==> src/rtl/alu_pkg.sv <==
// ============================================================================
//  Module      : alu_pkg
//  Description : Shared constants and FSM state encoding for the ALU datapath.
//  Revision    : 1.0  initial release
// ============================================================================
`default_nettype none

package alu_pkg;
   localparam int WIDTH = 16;
   localparam int CNT_W = 5;

   localparam logic [1:0] ST_IDLE = 2'd0;
   localparam logic [1:0] ST_CALC = 2'd1;
   localparam logic [1:0] ST_DONE = 2'd2;

   typedef enum logic [1:0] {
      S_IDLE = ST_IDLE,
      S_CALC = ST_CALC,
      S_DONE = ST_DONE
   } state_e;
endpackage

`default_nettype wire

==> src/rtl/rca16bit.sv <==
// ============================================================================
//  Module      : RCA16bit
//  Description : 16-bit ripple-carry adder with carry-in and carry-out.
//  Revision    : 1.0  initial release
// ============================================================================
`default_nettype none

module RCA16bit (
   input  logic [15:0] a,
   input  logic [15:0] b,
   input  logic        cin,
   output logic [15:0] sum,
   output logic        cout
);
   logic [16:0] w_carry;

   assign w_carry[0] = cin;

   for (genvar i = 0; i < 16; i++) begin : g_bit
      assign sum[i]         = a[i] ^ b[i] ^ w_carry[i];
      assign w_carry[i + 1] = (a[i] & b[i]) | (w_carry[i] & (a[i] ^ b[i]));
   end

   assign cout = w_carry[16];
endmodule

`default_nettype wire

==> src/rtl/seq_mult16.sv <==
// ============================================================================
//  Module      : seq_mult16
//  Description : Sequential 16x16 unsigned shift-and-add multiplier with
//                valid/ready handshakes, 32-bit product and overflow flag.
//  Revision    : 1.0  initial release
// ============================================================================
`default_nettype none

module seq_mult16 #(
   parameter int WIDTH = alu_pkg::WIDTH,
   parameter int CNT_W = alu_pkg::CNT_W
) (
   input  logic               clk,
   input  logic               rst_n,
   input  logic               in_valid,
   output logic               in_ready,
   input  logic [WIDTH-1:0]   a,
   input  logic [WIDTH-1:0]   b,
   output logic               out_valid,
   input  logic               out_ready,
   output logic [2*WIDTH-1:0] prod,
   output logic               ovf,
   output logic               busy
);
   import alu_pkg::*;

   if (WIDTH != 16) begin : g_bad_width
      $error("seq_mult16: only WIDTH=16 is supported");
   end
   if (CNT_W < $clog2(WIDTH) + 1) begin : g_bad_cnt_w
      $error("seq_mult16: CNT_W too small for WIDTH");
   end

   localparam logic [CNT_W-1:0] C_LAST = CNT_W'(WIDTH - 1);

   state_e             state_q, state_d;
   logic [WIDTH-1:0]   mcand_q, mcand_d;
   logic [WIDTH-1:0]   hi_q, hi_d;
   logic [WIDTH-1:0]   lo_q, lo_d;
   logic [CNT_W-1:0]   cnt_q, cnt_d;
   logic [2*WIDTH-1:0] prod_q, prod_d;
   logic               ovf_q, ovf_d;
   logic               in_ready_q, in_ready_d;
   logic               out_valid_q, out_valid_d;
   logic               busy_q, busy_d;

   logic [WIDTH-1:0]   w_add_b;
   logic [WIDTH-1:0]   w_add_sum;
   logic               w_add_cout;

   assign w_add_b = lo_q[0] ? mcand_q : '0;

   RCA16bit u_adder (
      .a    (hi_q),
      .b    (w_add_b),
      .cin  (1'b0),
      .sum  (w_add_sum),
      .cout (w_add_cout)
   );

   always_comb begin
      state_d = state_q;
      mcand_d = mcand_q;
      hi_d    = hi_q;
      lo_d    = lo_q;
      cnt_d   = cnt_q;
      prod_d  = prod_q;
      ovf_d   = ovf_q;

      case (state_q)
         S_IDLE: begin
            if (in_valid && in_ready_q) begin
               mcand_d = a;
               lo_d    = b;
               hi_d    = '0;
               cnt_d   = '0;
               state_d = S_CALC;
            end
         end
         S_CALC: begin
            // Shift the 33-bit {cout,sum,lo} right; cout becomes the new hi MSB.
            hi_d  = {w_add_cout, w_add_sum[WIDTH-1:1]};
            lo_d  = {w_add_sum[0], lo_q[WIDTH-1:1]};
            cnt_d = cnt_q + CNT_W'(1);
            if (cnt_q == C_LAST) begin
               prod_d  = {hi_d, lo_d};
               ovf_d   = |hi_d;
               state_d = S_DONE;
            end
         end
         S_DONE: begin
            if (out_ready) begin
               state_d = S_IDLE;
            end
         end
         default: state_d = S_IDLE;
      endcase

      in_ready_d  = (state_d == S_IDLE);
      out_valid_d = (state_d == S_DONE);
      busy_d      = (state_d == S_CALC);
   end

   always_ff @(posedge clk) begin
      if (!rst_n) begin
         state_q     <= S_IDLE;
         mcand_q     <= '0;
         hi_q        <= '0;
         lo_q        <= '0;
         cnt_q       <= '0;
         prod_q      <= '0;
         ovf_q       <= 1'b0;
         in_ready_q  <= 1'b1;
         out_valid_q <= 1'b0;
         busy_q      <= 1'b0;
      end else begin
         state_q     <= state_d;
         mcand_q     <= mcand_d;
         hi_q        <= hi_d;
         lo_q        <= lo_d;
         cnt_q       <= cnt_d;
         prod_q      <= prod_d;
         ovf_q       <= ovf_d;
         in_ready_q  <= in_ready_d;
         out_valid_q <= out_valid_d;
         busy_q      <= busy_d;
      end
   end

   assign in_ready  = in_ready_q;
   assign out_valid = out_valid_q;
   assign busy      = busy_q;
   assign prod      = prod_q;
   assign ovf       = ovf_q;
endmodule

`default_nettype wire

==> config.mk <==
export PLATFORM = sky130hd
export DESIGN_NAME = seq_mult16
export DESIGN_NICKNAME = d
export VERILOG_FILES = /design/src/rtl/alu_pkg.sv /design/src/rtl/rca16bit.sv /design/src/rtl/seq_mult16.sv
export SDC_FILE = /design/constraint.sdc
export NUM_CORES = 1
export LEC_CHECK = 0
export ABC_AREA = 0
export BUFFER_PORTS_ARGS = -buffer_cell sky130_fd_sc_hd__buf_4
export CAP_MARGIN = 40
export CORE_UTILIZATION = 45
export DETAILED_ROUTE_END_ITERATION = 10
export GPL_TIMING_DRIVEN = 0
export PLACE_DENSITY = 0.67
export SLEW_MARGIN = 15
export SYNTH_ARGS = -nofsm -noshare
export SYNTH_HDL_FRONTEND = slang
export SYNTH_SLANG_ARGS = --single-unit
==> constraint.sdc <==
create_clock -name clk -period 7.81 [get_ports clk]
set_clock_uncertainty 0.1 [all_clocks]
set_input_delay 0.3905 -clock clk [delete_from_list [all_inputs] [get_ports clk]]
set_output_delay 0.3905 -clock clk [all_outputs]
set_load 0.005 [all_outputs]
==> impl_metrics.ini <==
[outcome]
outcome = completed

[synthesis]
synth_nets = 502
synth-edff-count = 0
synth.area.mux_share_pct = 5.19
ys_seq_area_share_pct = 44.9
syn_inst = 448
syn_avg_cell_area_um2 = 9.05
synth_top_area_share_pct = 44.9
yosysWarnings = 0
synth_top_family_by_area = compound AO/OA/AOI/OAI gates
async_flop_share_pct = 0
synth-simple-area-share_pct = 16.9
synthFlopType = dfxtp_1
ys_ff_latch = 91
synth.distinct_cells = 37
synth_xor_area_share_pct = 0
yosys.area.top_type = dfxtp_1
synth.area.top_cells = dfxtp_1 (45%), nand2_1 (9.6%), a21oi_1 (7.9%), fa_1 (7.4%), o311a_1 (4.0%)
synth-compound-area-share_pct = 19.2
netlist_area_um2 = 4050
synthAdderAreaFrac_pct = 8.33

[run]
drv_cap = 0

[clocking]
cts_buffer_depth = 2
postCtsResizedCells = 0
cts_setup_buffers = 0
cts_tree = built
ctsHoldBuffers = 0
clk_pin_slew_ns = 0.09
h-tree-depth = 3
cts.sinks = 91
clkLatencyLatePin_ns = 0.35
cts_made_buffers = 9
root_buffer = clkbuf_8

[worst_setup_path]
cp_slowest_cell = fa_1
cp_common_cell = fa_1
crit_family = adder cells
cp_max_fo = 8
start_kind = register
critPathKind = reg -> reg
timing.rr.start = lo_q[0]
end_kind = register
critical_path_required_ns = 8.00
crit_buf_inv = 3
cp_num_cells = 23
critPathLaunch = lo_q[0]
path_cells = and2_1, ha_1, inv_1, fa_1, inv_1, fa_1, fa_1, fa_1, fa_1, fa_1, fa_1, fa_1, fa_1, fa_1, fa_1, fa_1, fa_1, inv_1, fa_1, fa_1, nand4_1, nor2_1, a31oi_1
r2r_cells = 23
timing.rr.end = ovf
max_stage_delay_ns = 0.46
critPathArrivalTime_ns = 7.19
ff2ff_setup_slack_ns = 0.81

[floorplan]
die_w_um = 96.9
rows = 34
die_h_um = 96.9
initial_core_util_pct = 46.5
coreArea_um2 = 8720
dieArea_um2 = 9390
io_pins = 72

[finish]
fillers = 807
stdcell_count = 643
layout-drive-gt1-share_pct = 22.4
fin_util_pct = 56.2
multi_input_area_um2 = 2010
regArea_um2 = 1820
insertedDiodeCount = 0
finalNetCount = 584
area_growth_pct = 20.9

[pwr]
p_comb_share_pct = 13.0
max-vdd-ir-drop_mv = 0.0786
p_leak_nw = 2.00
pwr-share-seq_pct = 54.2
p_per_area_nw_per_um2 = 187
p_int_uw = 676
power.clock.fraction_pct = 32.8
p_sw_share_pct = 26.1
power_switching_uw = 238

[sta]
fin_setup_tns_ns = 0
setup_viol = 0
period_share_pct = 89.6
period_needed_ns = 7.00
finalMaxSlewViolations = 0
rsz0062_at_grt = false
hold_viol_final = 0
slew-limit-headroom_pct = 62.7
fmax_ghz = 0.143
worst_pin_slew_ns = 0.559

[route]
wl_per_cell_um = 15.1
ant_nets = 0
dr.pass1.iters = 4
routed_via_density = 5.16
drt_drc_violations_left = 0
drt_first_iter_violations = 151
dr_total_vias = 3319
wirelength_mm = 9.71

[worst_hold_path]
hp-start = a[0]
hold_end = mcand_q[0]
worstHoldPathType = in -> reg
whs_path_depth = 3

[global_routing]
antenna_found_initial = 0
grt.total_usage_pct = 21.4
grt_max_degree = 15
grt_remaining_overflow = 0
grt_pass1_wl_mm = 16.3
grt_pass1_vias = 3189

[place]
gp_congestion = 0.796
io_buffers = 71
dp.cells = 627
place_hpwl_mm = 7.22
## Yosys cell counts (all sizes together) (3+ instances only)
cell type    n
a211oi       4
a21oi       65
and2        15
buf         15
clkbuf      22
dfxtp       91
fa          15
ha           3
inv          8
mux2        16
nand2      104
nand2b       7
nor2         9
o21ai       22
o21bai      16
o311a       16
## metal layers
metal	vias up	wire length, um	GRT usage, %
li1	1686	-	-
met1	1561	4830	30.9
met2	68	4400	32.7
met3	4	401	3.97
met4	0	78	6.20
met5	-	0	0
## worst max path at each step
stage / end / slack (ns)
after floorplan: hi_q[14] / 1.30
after global placement: ovf / 0.85
after detailed placement: ovf / 0.84
after CTS: ovf / 0.80
after global routing: ovf / 0.52
final: ovf / 0.81
## logic make-up after synthesis
kind of cell             Yosys count
flip-flops                        91
adder cells (fa/ha/maj)           18
AND/OR/NAND/NOR                  151
multiplexers                      16
buffers and inverters             45
AO/OA/AOI/OAI                    127
## cell usage in the layout (no fill, tap or decap), types with 4 or more instances in the layout
master,instances
nand2b_1,6
dfxtp_1,91
nor2_1,9
a211oi_1,4
clkbuf_8,11
buf_2,10
clkbuf_1,24
buf_4,73
a21oi_1,64
inv_1,7
o21bai_1,16
mux2_4,8
o21ai_0,22
mux2_2,8
fa_1,15
nand2_1,104
and2_1,15
o311a_1,16
## layout make-up
type / instances / share of cell area [%]
Timing Repair Buffer: 71 / 10.9
Inverter: 8 / 0.613
Sequential cell: 91 / 37.2
Buffer: 37 / 3.88
Clock buffer: 13 / 3.24
Multi-Input combinational cell: 312 / 41.0
Tap cell: 108 / 2.76
Clock inverter: 3 / 0.434
## sequential cells by signal, indices dropped and copies added (netlist names)
| register | count |
|---|---|
| busy | 1 |
| cnt_q | 5 |
| hi_q | 16 |
| in_ready | 1 |
| lo_q | 16 |
| mcand_q | 16 |
| out_valid | 1 |
| ovf | 1 |
| prod | 32 |
| state_q | 2 |
## power by group through the flow
stage | Clock, mW | Combinational (mW) | Sequential [mW]
after floorplan | 0 | 0.0825 | 0.502
after global placement | 0 | 0.117 | 0.506
after detailed placement | 0 | 0.119 | 0.507
after CTS | 0.306 | 0.120 | 0.496
after global routing | 0.324 | 0.131 | 0.498
final | 0.300 | 0.119 | 0.495
## stage by stage
stage	cell area, um^2	worst slack, ns	power, mW	hold WS, ns
after floorplan	4050	1.30	0.585	0.332
after global placement	4720	0.854	0.623	0.340
after detailed placement	4720	0.839	0.626	0.342
after CTS	4900	0.803	0.921	0.167
after global routing	4900	0.522	0.954	0.175
final	4900	0.813	0.914	0.175
## worst reg2reg max path, delay by kind of cell (launching register included)
family	cells	cell delay, ns
adder cells (fa/ha/maj)	16	5.72
AND/OR/NAND/NOR	3	0.40
flip-flops	1	0.39
AO/OA/AOI/OAI	1	0.14
buffers and inverters	3	0.19
Note: power is estimated with default switching activity, not from simulation.
